===== config.mk =====
export PLATFORM = sky130hd
export DESIGN_NAME = bram_stream_reader_flat
export DESIGN_NICKNAME = d
export VERILOG_FILES = /design/src/rtl/bram_stream_reader_if.sv /design/src/rtl/bram_stream_reader.sv /design/src/flat_wrapper.sv
export SDC_FILE = /design/constraint.sdc
export NUM_CORES = 1
export LEC_CHECK = 0
export CAP_MARGIN = 30
export CORE_MARGIN = 1.5
export CORE_UTILIZATION = 50
export DETAILED_ROUTE_END_ITERATION = 8
export PLACE_DENSITY = 0.73
export SLEW_MARGIN = 20
export SYNTH_ARGS = -nofsm -noshare
export SYNTH_HDL_FRONTEND = slang
export SYNTH_SLANG_ARGS = --single-unit

===== constraint.sdc =====
create_clock -name clk -period 3.2 [get_ports clk]
set_input_delay 0.64 -clock clk [delete_from_list [all_inputs] [get_ports clk]]
set_output_delay 0.64 -clock clk [all_outputs]
set_load 0.005 [all_outputs]

===== src/rtl/bram_stream_reader_if.sv =====
// Valid/ready word stream carrying a last-word marker.
// The master drives data/valid/last and the slave drives ready.
interface bram_stream_reader_if #(
    parameter int WIDTH = 32
);
    logic [WIDTH-1:0] data;
    logic             valid;
    logic             ready;
    logic             last;

    modport master (output data, output valid, output last, input ready);
    modport slave  (input data, input valid, input last, output ready);
endinterface


===== src/rtl/bram_stream_reader.sv =====
// Block-RAM read master: walks an address range and streams the words out through a 4-entry credit FIFO.
// Optional sticky command-error flag when BRAM_STREAM_READER_ERR_EN is defined.
module bram_stream_reader #(
    parameter int WIDTH  = 32,
    parameter int ADDR_W = 3
) (
    input  logic              clk,
    input  logic              rst,
    input  logic              start,
    input  logic [ADDR_W-1:0] base_add,
    input  logic [ADDR_W:0]   count,
    output logic              busy,
    output logic              done,
    output logic              rd_en,
    output logic [ADDR_W-1:0] rd_add,
    input  logic [WIDTH-1:0]  rd_data,
`ifdef BRAM_STREAM_READER_ERR_EN
    output logic              err,
`endif
    bram_stream_reader_if.master m
);
    localparam int            DEPTH     = 1 << ADDR_W;
    localparam logic [ADDR_W:0] MAX_COUNT = (ADDR_W + 1)'(DEPTH);
    localparam logic [ADDR_W:0] ONE       = (ADDR_W + 1)'(1);

    typedef enum logic [1:0] {IDLE, RUN, DRAIN} state_t;

    state_t            state;
    logic [ADDR_W:0]   remaining;
    logic              last_p0;
    logic              vld_p1;
    logic              last_p1;
    logic [WIDTH-1:0]  fifo_data [4];
    logic [3:0]        fifo_last;
    logic [1:0]        wr_ptr;
    logic [1:0]        rd_ptr;
    logic [2:0]        fifo_count;
    logic [2:0]        credit_used;
    logic              hs;
    logic              cmd_ok;
    logic              issue;

    assign m.valid = (fifo_count != 3'd0);
    assign m.data  = m.valid ? fifo_data[rd_ptr] : '0;
    assign m.last  = m.valid && fifo_last[rd_ptr];
    assign hs      = m.valid && m.ready;
    assign cmd_ok  = (count != '0) && (count <= MAX_COUNT);

    // Occupancy as it will stand after this edge: a handshake frees its slot in time for the next issue.
    assign credit_used = fifo_count + 3'(vld_p1) + 3'(rd_en) - 3'(hs);
    assign issue       = (state == RUN) && (credit_used < 3'd4);

    // p0: read issue to the RAM; p1: RAM data returning, written into the FIFO
    always_ff @(posedge clk or negedge rst) begin
        if (!rst) begin
            state      <= IDLE;
            busy       <= 1'b0;
            done       <= 1'b0;
            rd_en      <= 1'b0;
            rd_add     <= '0;
            remaining  <= '0;
            last_p0    <= 1'b0;
            vld_p1     <= 1'b0;
            last_p1    <= 1'b0;
            wr_ptr     <= 2'd0;
            rd_ptr     <= 2'd0;
            fifo_count <= 3'd0;
            fifo_last  <= 4'd0;
        end else begin
            done    <= 1'b0;
            rd_en   <= 1'b0;
            last_p0 <= 1'b0;
            vld_p1  <= rd_en;
            last_p1 <= last_p0;
            case (state)
                IDLE: begin
                    if (start && cmd_ok) begin
                        state     <= (count == ONE) ? DRAIN : RUN;
                        busy      <= 1'b1;
                        rd_en     <= 1'b1;
                        rd_add    <= base_add;
                        remaining <= count - ONE;
                        last_p0   <= (count == ONE);
                    end
                end
                RUN: begin
                    if (issue) begin
                        rd_en     <= 1'b1;
                        rd_add    <= rd_add + ADDR_W'(1);
                        remaining <= remaining - ONE;
                        last_p0   <= (remaining == ONE);
                        if (remaining == ONE) state <= DRAIN;
                    end
                end
                DRAIN: begin
                    if (hs && m.last) begin
                        state <= IDLE;
                        busy  <= 1'b0;
                        done  <= 1'b1;
                    end
                end
                default: state <= IDLE;
            endcase
            if (vld_p1) begin
                fifo_last[wr_ptr] <= last_p1;
                wr_ptr            <= wr_ptr + 2'd1;
            end
            if (hs) rd_ptr <= rd_ptr + 2'd1;
            fifo_count <= fifo_count + 3'(vld_p1) - 3'(hs);
        end
    end

    // Payload storage carries no reset; the head is masked while the FIFO is empty.
    always_ff @(posedge clk) begin
        if (vld_p1) fifo_data[wr_ptr] <= rd_data;
    end

`ifdef BRAM_STREAM_READER_ERR_EN
    always_ff @(posedge clk or negedge rst) begin
        if (!rst) begin
            err <= 1'b0;
        end else if (start) begin
            if (state != IDLE || !cmd_ok) err <= 1'b1;
            else                          err <= 1'b0;
        end
    end
`endif

endmodule

===== src/flat_wrapper.sv =====
// flat-port wrapper written by rule: the top's interface ports become plain ports
module bram_stream_reader_flat 
#(
    parameter int WIDTH  = 32,
    parameter int ADDR_W = 3
)
  (clk, rst, start, base_add, count, busy, done, rd_en, rd_add, rd_data, m_data, m_valid, m_last, m_ready);
  bram_stream_reader_if #(.WIDTH(WIDTH)) m_i ();
  input  logic clk;
  input  logic rst;
  input  logic start;
  input  logic [ADDR_W-1:0] base_add;
  input  logic [ADDR_W:0] count;
  output logic busy;
  output logic done;
  output logic rd_en;
  output logic [ADDR_W-1:0] rd_add;
  input  logic [WIDTH-1:0] rd_data;
  output wire logic [$bits(m_i.data)-1:0] m_data;
  output wire logic [$bits(m_i.valid)-1:0] m_valid;
  output wire logic [$bits(m_i.last)-1:0] m_last;
  input wire logic [$bits(m_i.ready)-1:0] m_ready;
  assign m_data = m_i.data;
  assign m_valid = m_i.valid;
  assign m_last = m_i.last;
  assign m_i.ready = m_ready;
  bram_stream_reader #(.WIDTH(WIDTH), .ADDR_W(ADDR_W)) u_core (.clk(clk), .rst(rst), .start(start), .base_add(base_add), .count(count), .busy(busy), .done(done), .rd_en(rd_en), .rd_add(rd_add), .rd_data(rd_data), .m(m_i));
endmodule

== Word level (Yosys, flattened, before mapping) ==
Memory sizes are Yosys's and may differ from the RTL's.
Cells that the tools add are included.
Word-level totals
  memory bits (writable): 128
  bits of input ports: 43
  bits in registers: 26
  output and inout port bits: 40
  word-level logic and storage cells: 82
  memories kept: 1
Memories
  u_core.fifo_data: depth 4, bits a word 32, read ports 1, clocked after Yosys merged registers in 0, write ports 1, RTL line bram_stream_reader.sv:33  | logic [WIDTH-1:0] fifo_data [4];
Operators by class
  multiplexer cells: 31
  reduce and logical (&&, ||, !) cells: 15
  equal/unequal tests: 8
  add/subtract/negate cells: 9
  order comparisons: 5
Operators by type and width (number)
  $mux 32: 1
  $mux 1: 12
  $mux 2: 5
  $eq 4x1->1 const B: 2
  $mux 4: 2
  $pmux 4 s2: 1
  $sub 4x1->4 const B: 2
  $logic_and 1x1->1: 7
  $add 3x1->3: 2
  $lt 2x3->1 const B: 2
  $mux 3: 2
  $ne 2x1->1 const B: 3
  $pmux 1 s2: 3
  $pmux 2 s3: 1
  $pmux 3 s2: 1
  $reduce_and 3->1: 2
  $sub 3x1->3: 2
  $add 2x1->2 const B: 2
  $bwmux 4: 1
  $le 4x4->1 const B: 1
  $reduce_and 4->1: 1
  $reduce_bool 2->1: 2
  $reduce_bool 4->1: 1
  $add 3x1->3 const B: 1
  9 further kinds: 9

== Depth between registers and ports, before layout ==
Gate-level depths: netlist (run 1).
  depth in word-level cells: 7
  mapped depth: 10
  depth with buffers taken out: 10

== Worst setup path before layout (run 1) ==
Ideal clock, no wire load.
  path type: flip-flop to flip-flop
  from: reg u_core.vld_p1
  to: reg u_core.rd_add[0]
  cell stages (with the launch flop): 10
  arrival time: 2319 ps
  path slack: 755 ps
  path buffers: 0
  cells stage by stage: dfrtp_1 ha_1 ha_1 inv_1 ha_1 a31oi_1 and2_1 nor3_1 or2_4 a221o_1
Between the ends
  cells in the longest elaborated chain, start to end: 7
Ends and longest elaborated chain
  from (decl): RTL line bram_stream_reader.sv:31  | logic vld_p1;
  from (signal assigned): RTL line bram_stream_reader.sv:73  | vld_p1 <= rd_en;
  $add 3x1->3 (2 in series): RTL line bram_stream_reader.sv:50  | assign credit_used = fifo_count + 3'(vld_p1) + 3'(rd_en) - 3'(hs);
  $sub 3x1->3: RTL line bram_stream_reader.sv:50
  $lt 3x3->1: RTL line bram_stream_reader.sv:51  | assign issue = (state == RUN) && (credit_used < 3'd4);
  $logic_and 1x1->1: RTL line bram_stream_reader.sv:51
  $ne 2x1->1 (no line)
  $reduce_and 3->1 (no line)
  to (signal assigned): RTL line bram_stream_reader.sv:81  | rd_add <= base_add;
  to (signal assigned): RTL line bram_stream_reader.sv:89  | rd_add <= rd_add + ADDR_W'(1);
  to (decl): RTL line bram_stream_reader.sv:15  | output logic [ADDR_W-1:0] rd_add,
Every way passes these cells.
A chain may end at the register's enable or synchronous reset.

== Worst setup path in the final report (run 1) ==
  from: reg u_core.fifo_count[0]
  to: out m_data[4]
Between the ends
  cells in the longest elaborated chain, start to end: 2
Ends and longest elaborated chain
  from (decl): RTL line bram_stream_reader.sv:37  | logic [2:0] fifo_count;
  from (signal assigned): RTL line bram_stream_reader.sv:109  | fifo_count <= fifo_count + 3'(vld_p1) - 3'(hs);
  $reduce_bool 3->1: RTL line bram_stream_reader.sv:43  | assign m.valid = (fifo_count != 3'd0);
  $mux 32: RTL line bram_stream_reader.sv:44  | assign m.data = m.valid ? fifo_data[rd_ptr] : '0;
  to (decl): RTL line flat_wrapper.sv:19  | output wire logic [$bits(m_i.data)-1:0] m_data;
Every way passes these cells.

==> results of run 1 <==
==> logic make-up (layout without fill, tap and decap cells) <==
kind of cell    after synthesis  in the layout
xor+xnor                      9              9
buf+inv                      30            142
mux                          37             37
simple gates                 82             82
fa+ha+maj                    14             14
flops                       154            154
compound gates               27             27
==> worst register-to-register path, delay by kind of cell, from the launching register on <==
kind            cells  cell delay [ps]
buf+inv             1               80
compound gates      2              400
fa+ha+maj           3              880
flops               1              460
simple gates        3              740
==> where the power goes <==
group	switching [mW]	internal [mW]
registers	0.243	2.73
logic	1.42	1.75
clock network	0.811	1.08
total	2.47	5.57
==> worst paths after layout <==
path | from | endpoint | slack (ps)
worst max-delay path | u_core.fifo_count[0] | m_data[4] | 170
worst min-delay path | u_core.last_p0 | u_core.last_p1 | 350
worst max register to register | u_core.vld_p1 | u_core.remaining[2] | 530
worst min register to register | u_core.last_p0 | u_core.last_p1 | 350
max in group asynchronous | rst | u_core.rd_ptr[0] | 2330
min in group asynchronous | rst | u_core.remaining[1] | 590
==> routing by layer <==
metal  GRT usage, %  routed length (um)  up-vias
met4           6.91                 152        0
met3           4.34                 553       11
met1           21.9                4590     1731
li1               -                   -     1565
met5              0                   0        -
met2           31.3                5910       98
==> state kept, by name (all words and copies together) (netlist names) <==
signal	cells
u_core.fifo_data	128
u_core.fifo_last	4
u_core.remaining	4
u_core.fifo_count	3
u_core.rd_add	3
u_core.rd_ptr	2
u_core.state	2
u_core.wr_ptr	2
u_core.busy	1
u_core.done	1
u_core.last_p0	1
u_core.last_p1	1
u_core.rd_en	1
u_core.vld_p1	1
==> area by class of cell <==
cell class                 count  area, sq um
fill                         933         4510
sequential                   154         4500
multi-input combinational    169         1750
timing repair buffer          92          908
clock buffer                  17          425
tap                          172          215
clock inverter                15          141
inverter                      18         67.6
==> Yosys cell counts, types with 2 or more instances <==
| cell | number |
|---|---|
| a31oi_1 | 2 |
| nor3b_1 | 2 |
| nand3_1 | 2 |
| clkbuf_1 | 7 |
| buf_2 | 4 |
| xnor2_1 | 7 |
| inv_1 | 18 |
| mux4_2 | 33 |
| nor2b_1 | 2 |
| and2_1 | 40 |
| nand2b_1 | 2 |
| ha_1 | 14 |
| nor2_1 | 9 |
| mux2_2 | 4 |
| nand2_1 | 13 |
| and3_1 | 2 |
| nor3_1 | 3 |
| edfxtp_1 | 128 |
| or3_1 | 2 |
| o22ai_1 | 2 |
| o21ai_0 | 5 |
| a221o_1 | 2 |
| a21oi_1 | 3 |
| dfrtp_1 | 26 |
| o221ai_1 | 3 |
==> impl_metrics.yaml, run 1 <==
status:
  outcome: "complete, no violations"
logic_synthesis:
  syn-cell-area_sq_um: 6360
  synth_nets: 410
  synth_top_cell_by_area: "edfxtp_1"
  yosys.area_share.simple_pct: 7.38
  synth_fa_ha_area_share_pct: 2.76
  syn_inst: 353
  synth-edff-count: 128
  yosys-top-cells-area: "edfxtp_1, mux4_2, dfrtp_1"
  synth_cell_type_count: 43
  synth_xor_area_share_pct: 1.46
  synth-seq-cells: 154
  ys_warn_count: 0
  async_flop_share_pct: 16.9
  synth_top_family_by_area: "multiplexers"
  synth_ff_type: "edfxtp_1"
  synth.avg_cell_area_sq_um: 18.0
  seq_area_frac_synth_pct: 70.7
  yosysTopAreaCellShare_pct: 60.5
  synth-compound-area-share_pct: 3.46
  muxShareOfSynthArea_pct: 12.4
layout:
  diodes: 0
  layout_common_cells: "edfxtp_1, clkdlybuf4s50_1, and2_1, mux4_2, dfrtp_1"
  final_common_cell: "edfxtp_1"
  fin_area_sq_um: 8010
  final_cells: 637
  nets: 509
  syn2layout_area_growth_pct: 25.9
  drive_gt1_share_pct: 19.4
  fin_util_pct: 64.0
power:
  power.density_nw_per_um2: 1000
  power_mw: 8.04
  peakVddDrop_v: 0.000490
  p_leak_nw: 2.82
floorplanning:
  die_x_um: 116
  core.rowCount: 41
  start_util_pct: 50.8
  fp.coreArea_sq_um: 12500
  die_area_sq_um: 13400
  ios: 83
  die_h_um: 116
placed_design:
  port_buffers: 82
  gp_congestion: 0.788
  preCtsSetupSlack_ps: 127
  placedCellCount: 605
  dpl_cell_area_sq_um: 7440
  dp_hpwl_um: 7150
worst_setup_path:
  crit_path_end_kind: "output pin"
  cp_max_fo: 21
  required_ps: 2560
  cp-start-kind: "register"
  slowest_stage: "or3_1"
  crit_chain: "or3_1, buf_4, and2_1, clkdlybuf4s50_1"
  crit_buf_inv: 2
  crit_family: "simple AND/OR/NAND/NOR gates"
  path_depth: 4
  path_class: "register to output pin"
  critPathMaxStageDelay_ps: 630
  cp_data_arrival_time_ps: 2390
  r2r_cells: 9
sta:
  fmax_mhz: 329
  setup_tns_ps: 0
  period_needed_ps: 3030
  maxSlewHeadroom_pct: 48.8
  worst_pin_slew_ps: 768
  finalWorstSetupSlack_ps: 165
  holdWs_ps: 351
  period_share_pct: 94.8
  setup_violations: 0
  rsz0062_at_grt: "no"
  finalHoldViolations: 0
  clock_skew_ps: 7.99
  slew_violations: 0
grt:
  antenna_found_initial: 0
  grt_pass1_vias: 3521
  grt_pass1_wl_um: 17700
  grt_max_degree: 28
  grt.overflow.total: 0
  grtUsageTotal_pct: 18.0
hold_path:
  hold_class: "register to register"
  holdPathStages: 0
routing:
  drcViolationCount: 0
  drt_wl_total_um: 11200
  post_drt_wl_per_cell_um: 17.6
  vias_per_cell: 5.35
  drt_iter0_markers: 223
  ant_nets: 0
  drtPass1Iterations: 4
  dr_total_vias: 3405
clocking:
  cts_buffer_depth: 2
  htreeDepth: 4
  cts_tree: "done"
  numClockSinks: 154
  clk_pin_slew_ps: 60
  postCtsSetupBuffers: 0
  cts_resized: 0
  clk_latency_ps: 410
  cts-root-buf: "clkbuf_16"
  cts_inserted_buffers: 17
  ctsHoldBuffers: 0
run:
  drv_cap: 0
Note: power is estimated with default switching activity, not from simulation.
==> run 2: changes to the inputs <==
--- a/config.mk
+++ b/config.mk
@@ -9,6 +9,7 @@
 export CORE_MARGIN = 1.5
 export CORE_UTILIZATION = 50
 export DETAILED_ROUTE_END_ITERATION = 8
+export GPL_TIMING_DRIVEN = 0
 export PLACE_DENSITY = 0.73
 export SLEW_MARGIN = 20
 export SYNTH_ARGS = -nofsm -noshare
==> impl_metrics.yaml, run 2 (synthesized netlist as in run 1, its figures left out) <==
placed_design:
  gp_congestion: 0.767
  port_buffers: 82
  dpl_cell_area_sq_um: 7490
  preCtsSetupSlack_ps: 89.8
  dp_hpwl_um: 7580
grt:
  grtUsageTotal_pct: 19.1
  grt_pass1_wl_um: 18600
  grt.overflow.total: 0
  grt_pass1_vias: 3573
  antenna_found_initial: 0
  grt_max_degree: 28
clocking:
  numClockSinks: 154
  cts-root-buf: "clkbuf_16"
  cts_buffer_depth: 2
  htreeDepth: 4
  clk_latency_ps: 410
  postCtsSetupBuffers: 0
  cts_tree: "done"
  clk_pin_slew_ps: 60
  ctsHoldBuffers: 0
  cts_inserted_buffers: 17
floorplanning:
  ios: 83
  fp.coreArea_sq_um: 12500
  die_area_sq_um: 13400
  start_util_pct: 50.8
  die_h_um: 116
  core.rowCount: 41
  die_x_um: 116
sta:
  setup_violations: 0
  period_share_pct: 96.0
  finalWorstSetupSlack_ps: 129
  worst_pin_slew_ps: 591
  period_needed_ps: 3070
  maxSlewHeadroom_pct: 60.6
  clock_skew_ps: 10.2
  setup_tns_ps: 0
  finalHoldViolations: 0
  slew_violations: 0
  fmax_mhz: 326
  rsz0062_at_grt: "yes"
  holdWs_ps: 225
worst_setup_path:
  r2r_end: "u_core.rd_add[0]"
  crit_chain: "buf_2, buf_4, mux4_2, and2_1, clkdlybuf4s50_1"
  r2r_cells: 9
  critPathMaxStageDelay_ps: 540
  crit_family: "buffers and inverters"
  crit_buf_inv: 3
  slowest_stage: "mux4_2"
  cp_data_arrival_time_ps: 2430
  required_ps: 2560
  path_class: "register to output pin"
  cp_max_fo: 10
  regToRegSetupSlack_ps: 530
  timing.rr.start: "u_core.vld_p1"
  crit_path_end_kind: "output pin"
  cp-start-kind: "register"
layout:
  fin_area_sq_um: 8130
  largest-register: "u_core.fifo_data"
  top_regs: "u_core.fifo_data (128), u_core.fifo_last (4), u_core.remaining (4)"
  final_common_cell: "edfxtp_1"
  drive_gt1_share_pct: 18.9
  fillers: 893
  nets: 515
  largest_reg_flops: 128
  syn2layout_area_growth_pct: 27.9
  layout_common_cells: "edfxtp_1, clkdlybuf4s50_1, and2_1, mux4_2, dfrtp_1"
  diodes: 0
routing:
  drt_iter0_markers: 211
  drt_wl_total_um: 11900
  ant_nets: 0
  vias_per_cell: 5.29
  post_drt_wl_per_cell_um: 18.6
  drtPass1Iterations: 7
  dr_total_vias: 3399
  drcViolationCount: 0
hold_path:
  hold_class: "input pin to asynchronous set/reset pin"
status:
  outcome: "complete, no violations"
run:
  drv_cap: 0
power:
  p_leak_nw: 2.88
  peakVddDrop_v: 0.000562
  power.density_nw_per_um2: 1030
  power_mw: 8.35
-- run 2: cell count changes in the layout (fill, tap and decap cells not counted), moves of 2 or more --
| cell | previous run | this run |
|---|---|---|
| clkbuf_2 | 0 | 3 |
| dfrtp_1 | 24 | 26 |
| buf_2 | 0 | 2 |
| buf_16 | 0 | 2 |
| bufinv_16 | 1 | 4 |
| dfrtp_2 | 2 | 0 |
| clkinvlp_4 | 4 | 2 |
| clkbuf_1 | 0 | 6 |
| buf_4 | 9 | 2 |
-- run 2: area by class of cell --
class	instances	area (sq um)	area share [%]
flip-flops and latches	154	4490	55.3
multi-input cells	169	1750	21.5
repair buffers	86	911	11.2
clock buffers	19	433	5.33
well taps	172	215	2.65
clock inverters	13	193	2.37
inverters	18	67.6	0.831
plain buffers	12	65.1	0.800
-- run 2: per-stage QoR --
step	util [%]	instances
global placement	59.1	607
finish	64.9	643
detailed placement	59.8	611
global route	64.9	643
floorplan	-	353
CTS	64.9	643
-- run 2: report_power, final --
| group | total, mW | internal (mW) | switching [mW] |
|---|---|---|---|
| combinational | 3.32 | 1.81 | 1.51 |
| clock | 2.10 | 1.32 | 0.787 |
| sequential | 2.93 | 2.73 | 0.206 |
| total | 8.35 | 5.85 | 2.50 |
-- run 2: worst max-delay path by stage --
stage | startpoint | to | cells past startpoint
after floorplan | u_core.vld_p1 | u_core.rd_add[0] | 9
after global placement | m_ready | u_core.rd_add[0] | 10
after detailed placement | m_ready | u_core.rd_add[0] | 10
after CTS | u_core.rd_ptr[0] | m_data[5] | 5
after global routing | u_core.rd_ptr[0] | m_data[13] | 5
final | u_core.rd_ptr[0] | m_data[13] | 5
-- run 2: repair_timing --
item | CTS | global route
pin swaps | 0 | 0
endpoints found under the setup margin | 29 | 18
resized for setup | 4 | 5
-- run 2: routing by layer --
metal	GRT usage [%]	part of all wire [%]
met1	22.5	40
met2	34.0	53
met3	5.18	5.0
met4	6.10	1.8
met5	0	0
==> run 3: changes to the inputs <==
==> constraint.sdc (replaced) <==
create_clock -name clk -period 3.2 [get_ports clk]
set_input_delay 0.32 -clock clk [delete_from_list [all_inputs] [get_ports clk]]
set_output_delay 0.32 -clock clk [all_outputs]
set_load 0.005 [all_outputs]
==> impl_metrics.yaml, run 3 (synthesized netlist as in run 1, its figures left out) <==
sta:
  period_share_pct: 92.6
  setup_tns_ps: 0
  worst_pin_slew_ps: 682
  finalHoldViolations: 0
  slew_violations: 0
  rsz0062_at_grt: "no"
  maxSlewHeadroom_pct: 54.5
  period_needed_ps: 2960
  fmax_mhz: 338
  setup_violations: 0
  clock_skew_ps: 10.8
layout:
  layout_common_cells: "edfxtp_1, clkdlybuf4s50_1, and2_1, mux4_2, dfrtp_1"
  largest_reg_flops: 128
  top_regs: "u_core.fifo_data (128), u_core.fifo_last (4), u_core.remaining (4)"
  syn2layout_area_growth_pct: 27.8
  largest-register: "u_core.fifo_data"
  nets: 516
  drive_gt1_share_pct: 18.2
  diodes: 0
  fillers: 895
  fin_area_sq_um: 8120
  final_common_cell: "edfxtp_1"
  final_cells: 644
routing:
  drt_iter0_markers: 195
  post_drt_wl_per_cell_um: 18.6
  drtPass1Iterations: 4
  dr_total_vias: 3417
  vias_per_cell: 5.31
  drcViolationCount: 0
  ant_nets: 0
  drt_wl_total_um: 12000
power:
  power.density_nw_per_um2: 1030
  p_leak_nw: 2.87
  peakVddDrop_v: 0.000561
grt:
  grt.overflow.total: 0
  grt_max_degree: 28
  grt_pass1_vias: 3578
  grt_pass1_wl_um: 18600
  grtUsageTotal_pct: 19.1
  antenna_found_initial: 0
clocking:
  cts_buffer_depth: 2
  cts_inserted_buffers: 17
  cts-root-buf: "clkbuf_16"
  cts_tree: "done"
  postCtsSetupBuffers: 0
  clk_latency_ps: 420
  numClockSinks: 154
  clk_pin_slew_ps: 60
  htreeDepth: 4
worst_setup_path:
  cp_max_fo: 10
  cp_data_arrival_time_ps: 2640
  cp-start-kind: "register"
  r2r_cells: 9
  required_ps: 2880
  path_class: "register to output pin"
  timing.rr.start: "u_core.vld_p1"
  cp-endpoint: "m_data[5]"
  r2r_end: "u_core.rd_add[0]"
  crit_start: "u_core.rd_ptr[1]"
  crit_path_end_kind: "output pin"
  regToRegSetupSlack_ps: 530
floorplanning:
  start_util_pct: 50.8
  core.rowCount: 41
  die_h_um: 116
  ios: 83
  die_area_sq_um: 13400
  fp.coreArea_sq_um: 12500
  die_x_um: 116
placed_design:
  dp_hpwl_um: 7580
  placedCellCount: 611
  dpl_cell_area_sq_um: 7490
  port_buffers: 82
  gp_congestion: 0.767
hold_path:
  holdPathStages: 0
  hold_class: "register to register"
run:
  drv_cap: 0
status:
  outcome: "complete, no violations"
==> run 3: timing repair <==
action                    4_1_cts  5_1_grt
hold buffers                    1        0
hold endpoints to repair       26        0
resized for setup               0        0
==> run 3: area by class of cell <==
cell class,instances,area (sq um),area share [%]
Multi-Input combinational cell,169,1750,21.5
Buffer,12,50.0,0.616
Clock buffer,19,433,5.33
Tap cell,172,215,2.65
Timing Repair Buffer,87,921,11.3
Clock inverter,13,193,2.37
Inverter,18,67.6,0.832
Sequential cell,154,4490,55.3
==> run 3: critical path, stage by stage, from the launching register on <==
cell and delay [ps]:
dfrtp_1 320, clkbuf_1 290, clkbuf_1 570, mux4_2 420
and2_1 170, clkdlybuf4s50_1 450
==> run 3: per-layer routing <==
layer  routed length, um  global-route usage (%)
met1                4670                    22.5
met2                6440                    34.1
met3                 679                    5.18
met4                 173                    6.10
met5                   0                       0
==> run 3: through the flow <==
stage	power [mW]	hold slack, ps	util, %	setup slack, ps
floorplan	4.89	24.4	-	755
global placement	6.12	334	59.1	469
detailed placement	6.28	340	59.8	410
CTS	8.42	358	64.9	174
global route	8.80	366	64.9	107
finish	8.33	356	64.9	238
==> run 3: worst min-delay path by stage <==
| stage | startpoint | endpoint | slack [ps] |
|---|---|---|---|
| 6_report | u_core.last_p0 | u_core.last_p1 | 360 |
| 5_1_grt | u_core.last_p0 | u_core.last_p1 | 370 |
| 4_1_cts | u_core.last_p0 | u_core.last_p1 | 360 |
| 3_5_place_dp | u_core.last_p0 | u_core.last_p1 | 340 |
| 3_3_place_gp | u_core.last_p0 | u_core.last_p1 | 330 |
| 2_1_floorplan | rst | u_core.busy | 20 |
==> run 3: where the power goes <==
group	internal (mW)	switching, mW
Combinational	1.79	1.50
Clock	1.32	0.791
Sequential	2.73	0.207
